==> config.mk <==
export PLATFORM = sky130hd
export DESIGN_NAME = csa_stream_accumulator_flat
export DESIGN_NICKNAME = d
export VERILOG_FILES = /design/src/rtl/csa_stream_accumulator_if.sv /design/src/rtl/csa_stream_accumulator.sv /design/src/flat_wrapper.sv
export SDC_FILE = /design/constraint.sdc
export NUM_CORES = 1
export LEC_CHECK = 0
export ABC_AREA = 1
export ABC_CLOCK_PERIOD_IN_PS = 8400
export CAP_MARGIN = 20
export CELL_PAD_IN_SITES_DETAIL_PLACEMENT = 0
export CELL_PAD_IN_SITES_GLOBAL_PLACEMENT = 1
export CORE_MARGIN = 2
export CORE_UTILIZATION = 38
export DETAILED_ROUTE_END_ITERATION = 10
export GPL_TIMING_DRIVEN = 0
export PLACE_DENSITY_LB_ADDON = 0.08
export SLEW_MARGIN = 10
export SYNTH_ARGS = -nofsm -noshare
export SYNTH_HDL_FRONTEND = slang
export SYNTH_SLANG_ARGS = --single-unit
==> constraint.sdc <==
create_clock -name clk -period 8.4 [get_ports clk]
set_clock_uncertainty 0.2 [all_clocks]
set_input_delay 1.68 -clock clk [delete_from_list [all_inputs] [get_ports clk]]
set_output_delay 1.68 -clock clk [all_outputs]
set_load 0.05 [all_outputs]
==> src/rtl/csa_stream_accumulator_if.sv <==
// Operand/result stream bundle for csa_stream_accumulator.
interface csa_stream_accumulator_if #(
  parameter int unsigned WIDTH = 32,
  parameter int unsigned ACC_W = 40
);
  logic             in_valid;
  logic             in_ready;
  logic [WIDTH-1:0] in_data;
  logic             in_signed;
  logic             in_last;
  logic             out_valid;
  logic             out_ready;
  logic [ACC_W-1:0] out_data;

  // Producer of operands / consumer of results.
  modport master (
    output in_valid, in_data, in_signed, in_last, out_ready,
    input  in_ready, out_valid, out_data
  );

  // The accumulator itself.
  modport slave (
    input  in_valid, in_data, in_signed, in_last, out_ready,
    output in_ready, out_valid, out_data
  );
endinterface

==> src/rtl/csa_stream_accumulator.sv <==
// Streaming multi-operand adder: carry-save accumulation of one operand per
// beat, followed by a chunked carry-propagate resolve and a held result.
module csa_stream_accumulator #(
  parameter int unsigned WIDTH = 32,
  parameter int unsigned ACC_W = 40,
  parameter int unsigned CHUNK = 8
) (
  input  logic                      clk,
  input  logic                      rst_n,
  csa_stream_accumulator_if.slave   bus
);

  localparam int unsigned NCHUNK = ACC_W / CHUNK;
  localparam int unsigned KW     = (NCHUNK > 1) ? $clog2(NCHUNK) : 1;

  // Elaboration-time parameter sanity.
  if (ACC_W < WIDTH) begin : g_bad_width
    $error("csa_stream_accumulator: ACC_W must be >= WIDTH");
  end
  if ((ACC_W % CHUNK) != 0) begin : g_bad_chunk
    $error("csa_stream_accumulator: ACC_W must be a multiple of CHUNK");
  end

  typedef enum logic [1:0] {
    ST_ACC     = 2'd0,
    ST_RESOLVE = 2'd1,
    ST_OUT     = 2'd2
  } state_t;

  state_t           state_q;
  logic [ACC_W-1:0] s_q;
  logic [ACC_W-1:0] c_q;
  logic [ACC_W-1:0] r_q;
  logic [KW-1:0]    k_q;
  logic             cy_q;
  logic             out_valid_q;

  logic [ACC_W-1:0] ext_c;
  logic [ACC_W-1:0] s_next_c;
  logic [ACC_W-1:0] c_next_c;
  logic [CHUNK-1:0] s_chunk_c;
  logic [CHUNK-1:0] c_chunk_c;
  logic [CHUNK:0]   chunk_sum_c;
  logic             accept_c;
  logic             deliver_c;
  logic             last_chunk_c;

  // Handshake outputs; in_ready is held low while reset is asserted.
  assign bus.in_ready  = rst_n & (state_q == ST_ACC);
  assign bus.out_valid = out_valid_q;
  assign bus.out_data  = r_q;

  assign accept_c     = bus.in_valid & bus.in_ready;
  assign deliver_c    = out_valid_q & bus.out_ready;
  assign last_chunk_c = (k_q == KW'(NCHUNK - 1));

  // Operand extension to accumulator width.
  always_comb begin
    ext_c = ACC_W'(bus.in_data);
    if (bus.in_signed) begin
      ext_c = ACC_W'($signed(bus.in_data));
    end
  end

  // Full-adder row: three inputs (S, C, E) reduce to a new (S, C) pair.
  always_comb begin
    s_next_c = s_q ^ c_q ^ ext_c;
    c_next_c = ((s_q & c_q) | (s_q & ext_c) | (c_q & ext_c)) << 1;
  end

  // One CHUNK-wide slice of the carry-propagate add per resolve cycle.
  always_comb begin
    s_chunk_c   = s_q[k_q * CHUNK +: CHUNK];
    c_chunk_c   = c_q[k_q * CHUNK +: CHUNK];
    chunk_sum_c = (CHUNK+1)'(s_chunk_c) + (CHUNK+1)'(c_chunk_c)
                + (CHUNK+1)'(cy_q);
  end

  // Control FSM and datapath registers.
  always_ff @(posedge clk) begin
    if (!rst_n) begin
      state_q     <= ST_ACC;
      s_q         <= '0;
      c_q         <= '0;
      r_q         <= '0;
      k_q         <= '0;
      cy_q        <= 1'b0;
      out_valid_q <= 1'b0;
    end else begin
      case (state_q)
        ST_ACC: begin
          if (accept_c) begin
            s_q <= s_next_c;
            c_q <= c_next_c;
            if (bus.in_last) begin
              state_q <= ST_RESOLVE;
              k_q     <= '0;
              cy_q    <= 1'b0;
            end
          end
        end

        ST_RESOLVE: begin
          r_q[k_q * CHUNK +: CHUNK] <= chunk_sum_c[CHUNK-1:0];
          cy_q                      <= chunk_sum_c[CHUNK];
          k_q                       <= k_q + KW'(1);
          // Carry out of the top chunk is dropped: result is mod 2^ACC_W.
          if (last_chunk_c) begin
            state_q     <= ST_OUT;
            out_valid_q <= 1'b1;
            k_q         <= '0;
          end
        end

        ST_OUT: begin
          if (deliver_c) begin
            s_q         <= '0;
            c_q         <= '0;
            out_valid_q <= 1'b0;
            state_q     <= ST_ACC;
          end
        end

        default: begin
          state_q     <= ST_ACC;
          out_valid_q <= 1'b0;
        end
      endcase
    end
  end

endmodule

==> src/flat_wrapper.sv <==
// flat-port wrapper written by rule: the top's interface ports become plain ports
module csa_stream_accumulator_flat 
#(
  parameter int unsigned WIDTH = 32,
  parameter int unsigned ACC_W = 40,
  parameter int unsigned CHUNK = 8
)
  (clk, rst_n, bus_in_valid, bus_in_data, bus_in_signed, bus_in_last, bus_out_ready, bus_in_ready, bus_out_valid, bus_out_data);
  csa_stream_accumulator_if #(.WIDTH(WIDTH), .ACC_W(ACC_W)) bus_i ();
  input  logic clk;
  input  logic rst_n;
  input wire logic [$bits(bus_i.in_valid)-1:0] bus_in_valid;
  input wire logic [$bits(bus_i.in_data)-1:0] bus_in_data;
  input wire logic [$bits(bus_i.in_signed)-1:0] bus_in_signed;
  input wire logic [$bits(bus_i.in_last)-1:0] bus_in_last;
  input wire logic [$bits(bus_i.out_ready)-1:0] bus_out_ready;
  output wire logic [$bits(bus_i.in_ready)-1:0] bus_in_ready;
  output wire logic [$bits(bus_i.out_valid)-1:0] bus_out_valid;
  output wire logic [$bits(bus_i.out_data)-1:0] bus_out_data;
  assign bus_i.in_valid = bus_in_valid;
  assign bus_i.in_data = bus_in_data;
  assign bus_i.in_signed = bus_in_signed;
  assign bus_i.in_last = bus_in_last;
  assign bus_i.out_ready = bus_out_ready;
  assign bus_in_ready = bus_i.in_ready;
  assign bus_out_valid = bus_i.out_valid;
  assign bus_out_data = bus_i.out_data;
  csa_stream_accumulator #(.WIDTH(WIDTH), .ACC_W(ACC_W), .CHUNK(CHUNK)) u_core (.clk(clk), .rst_n(rst_n), .bus(bus_i));
endmodule
==> results.ini <==
[power]
cell_internal_pwr_w=0.00118
switching_share_pct=33.0
cellLeakagePower_nw=3.00
power_per_cell_area_nw_per_um2=215
p_sw_w=0.000582
power.clock.fraction_pct=41.2
comb_power_share_pct=21.3
seqPwrFrac_pct=37.5
power.ir.vdd_worst_mv=0.142

[setup_path]
setup.worst_path.start_class=primary input
critical_path_required_ns=6.52
capturing_element_type_of_the_critical_path=primary output
worst_setup_path_type=in2out
critical_path.cell_chain=buf_2 > inv_2 > buf_2 > nor2_1 > clkdlybuf4s50_1
timing.critical_path.mode_cell=sky130_fd_sc_hd__buf_2
slowest_delay_ns=0.84
crit_fanout=10
cpLargestDelayFamily=buffers and inverters
crit_path_top_delay_cell=sky130_fd_sc_hd__clkdlybuf4s50_1
worstPathArrival_ns=3.20
path_buf_inv=4

[clocking]
clockBufferDepth=2
cts_num_sinks=126
cts_repair_resizes=0
cts.clk_slew.worst_paths_ns=0.06
tritoncts=done
clock_insertion_delay_worst_skew_ns=0.43
cts.hold.buffers_added=0
cts.repair_timing.setup_buffer_count=0
clock_tree.root_cell=sky130_fd_sc_hd__clkbuf_16
htree_levels=4
total_cts_buffers=17

[synthesis]
post_synth_edffs=0
yosys_warnings=0
synthMuxAreaShare_pct=0
synthesis.instances=849
xor_and_xnor_fraction_of_the_mapped_netlist_area_pct=0.666
post_synth_main_area_contributors=sky130_fd_sc_hd__dfxtp_1 38%, sky130_fd_sc_hd__fa_1 12%, sky130_fd_sc_hd__a21oi_1 11%
main_combinational_cell_family_by_area_after_synthesis=simple AND/OR/NAND/NOR gates
netlist-cell-type-count=33
fraction_of_the_mapped_netlist_area_in_simple_logic_gates_pct=20.2
synth_seq_cells=126
netlist_area_sq_um=6580
post-synth-top-count-cell=sky130_fd_sc_hd__nand2_1
yosysTopAreaCellShare_pct=38.4
synth-adder-area-share_pct=15.0
synth_nets=942
synthFlopType=sky130_fd_sc_hd__dfxtp_1
yosysTopAreaCell=sky130_fd_sc_hd__dfxtp_1
compound_cell_area_share_of_the_yosys_netlist_pct=17.6
ys_top_cells_by_count=153 x sky130_fd_sc_hd__nand2_1, 146 x sky130_fd_sc_hd__a21oi_1, 126 x sky130_fd_sc_hd__dfxtp_1
average_instance_area_after_synthesis_sq_um=7.74
yosysSeqAreaShare_pct=38.4
asyncSetResetFlopFracSynth_pct=0

[detailed_routing]
drt-initial-drc-count=510
vias_per_cell=5.26
drt_first_pass_iters=5
detail_route.wirelength_um=21300
antenna_left=0
vias=6233
drcViolationCount=0
avgRoutedWirePerCell_um=18.0

[die]
io_pins=80
fp.dieH_um=136
fp.dieArea_sq_um=18400
die_w_um=136
placementRows=48
initial_core_util_pct=38.4
placeableCoreArea_sq_um=17100

[global_routing]
wire_length_of_the_first_global_routing_pass_um=33500
grt_antenna_before_repair=0
pin_count_of_the_biggest_net_entering_global_routing=17
grtUsageTotal_pct=24.2
via_count_of_the_first_global_routing_pass=6024
grt-ovfl-total=0

[place]
postPlaceCellArea_sq_um=7640
detailedPlacementHpwl_um=16100
place_worst_setup_slack_ns=3.29
placement.io_buffers=78
place.gp.congestion=0.868

[sta]
final_min_period_over_clock_period_pct=60.5
crit_path_setup_slack_layout_ns=3.32
finalSetupTns_ns=0
max_slew.worst_pin.slew_ns=0.663
fin_hold_ws_ns=0.258
slew_headroom_pct=55.8
fmaxAchievable_mhz=197
maxSlewViolCount=0
grt_setup_unrepaired=false
final_setup_violation_count=0
post-route-min-period_ns=5.08
final-hold-violation-count=0

[layout]
nNetsFinal=1039
synthToLayoutAreaGrowth_pct=24.9
filler_cell_count=1740
final_area_sq_um=8210
antenna_cells=0
layout-drive-gt1-share_pct=6.05

[hold_path]
min_path_type=reg2reg

[job]
max_cap_violations=0

[run_status]
status=finished, final reports clean

-- layer usage --
layer  global-route usage [%]  part of all wire [%]  up-vias
li1                         -                     -     3020
met5                        0                     0        -
met1                     35.6                    48     2987
met2                     35.9                    45      201
met4                     5.50                   1.1        0
met3                     5.57                   5.9       25
-- metrics by stage --
step           instances  utilization (%)  power (W)
5_1_grt             1184             48.0    0.00185
3_5_place_dp        1152             44.6    0.00105
3_3_place_gp        1152             44.6    0.00104
4_1_cts             1184             48.0    0.00177
2_1_floorplan        849                -   0.000911
6_report            1184             48.0    0.00177
-- state kept, by name (all words and copies together), names as in the netlist --
register,count
u_core.bus.out_data,40
u_core.bus.out_valid,1
u_core.k_q,3
u_core.cy_q,1
u_core.c_q,39
u_core.state_q,2
u_core.s_q,40
-- cell families (layout without fill, tap and decap cells) --
logic type	count (synthesis)	count (layout)
DFF	126	126
adders and majority gates	55	55
buffers and inverters	134	244
AOI/OAI and AO/OA	224	224
and+or+nand+nor	305	305
xor gates and xnor gates	5	5
-- power by group through the flow --
stage | Clock [W] | Sequential [W] | Combinational (W)
2_1_floorplan | 0 | 0.000712 | 0.000199
3_3_place_gp | 0 | 0.000674 | 0.000368
3_5_place_dp | 0 | 0.000675 | 0.000372
4_1_cts | 0.000737 | 0.000662 | 0.000375
5_1_grt | 0.000765 | 0.000667 | 0.000414
6_report | 0.000728 | 0.000662 | 0.000377
-- layout by cell type, fill, tap and decap left out, types with 30 or more instances in the layout --
master and n:
sky130_fd_sc_hd__nand2_1 153, sky130_fd_sc_hd__inv_1 73, sky130_fd_sc_hd__clkbuf_1 30, sky130_fd_sc_hd__o21ai_0 51
sky130_fd_sc_hd__fa_1 40, sky130_fd_sc_hd__nand3_1 91, sky130_fd_sc_hd__dfxtp_1 126, sky130_fd_sc_hd__a21oi_1 146
sky130_fd_sc_hd__clkdlybuf4s50_1 78, sky130_fd_sc_hd__nor2_1 40
-- path summary, 6_finish.rpt --
path,start,to,slack [ns],cells past startpoint
setup reg to reg,u_core.k_q[1]$_SDFFE_PN0P_,u_core.bus.out_data[30]$_SDFFE_PN0P_,4.34,18
setup / recovery,rst_n,bus_in_ready,3.32,5
hold reg to reg,u_core.bus.out_data[16]$_SDFFE_PN0P_,u_core.bus.out_data[16]$_SDFFE_PN0P_,0.26,2
hold / removal,u_core.bus.out_data[16]$_SDFFE_PN0P_,u_core.bus.out_data[16]$_SDFFE_PN0P_,0.26,2
-- worst register-to-register path, cell delays in order, from the launching register on --
cell and delay, ns:
sky130_fd_sc_hd__dfxtp_1 0.41, sky130_fd_sc_hd__inv_2 0.21, sky130_fd_sc_hd__buf_1 0.53, sky130_fd_sc_hd__a21oi_1 0.13
sky130_fd_sc_hd__o21ai_0 0.11, sky130_fd_sc_hd__o21ai_0 0.16, sky130_fd_sc_hd__nand2_1 0.14, sky130_fd_sc_hd__o21ai_0 0.14
sky130_fd_sc_hd__fa_1 0.49, sky130_fd_sc_hd__fa_1 0.43, sky130_fd_sc_hd__nand2_1 0.08, sky130_fd_sc_hd__nand2_1 0.07
sky130_fd_sc_hd__nand3_1 0.11, sky130_fd_sc_hd__nand2_1 0.06, sky130_fd_sc_hd__nand2_1 0.12, sky130_fd_sc_hd__nand3_1 0.17
sky130_fd_sc_hd__nor2_1 0.19, sky130_fd_sc_hd__nand2_1 0.08, sky130_fd_sc_hd__a21oi_1 0.15
-- final cells by class --
class / count / area [sq um] / area share (%)
Multi-Input combinational cell: 589 / 3510 / 42.8
Sequential cell: 126 / 2520 / 30.7
Inverter: 81 / 304 / 3.70
Tap cell: 225 / 282 / 3.43
Timing Repair Buffer: 78 / 781 / 9.51
Clock inverter: 14 / 145 / 1.77
Buffer: 53 / 234 / 2.85
Clock buffer: 18 / 429 / 5.23
No activity file was read; power rests on OpenSTA's default activity.
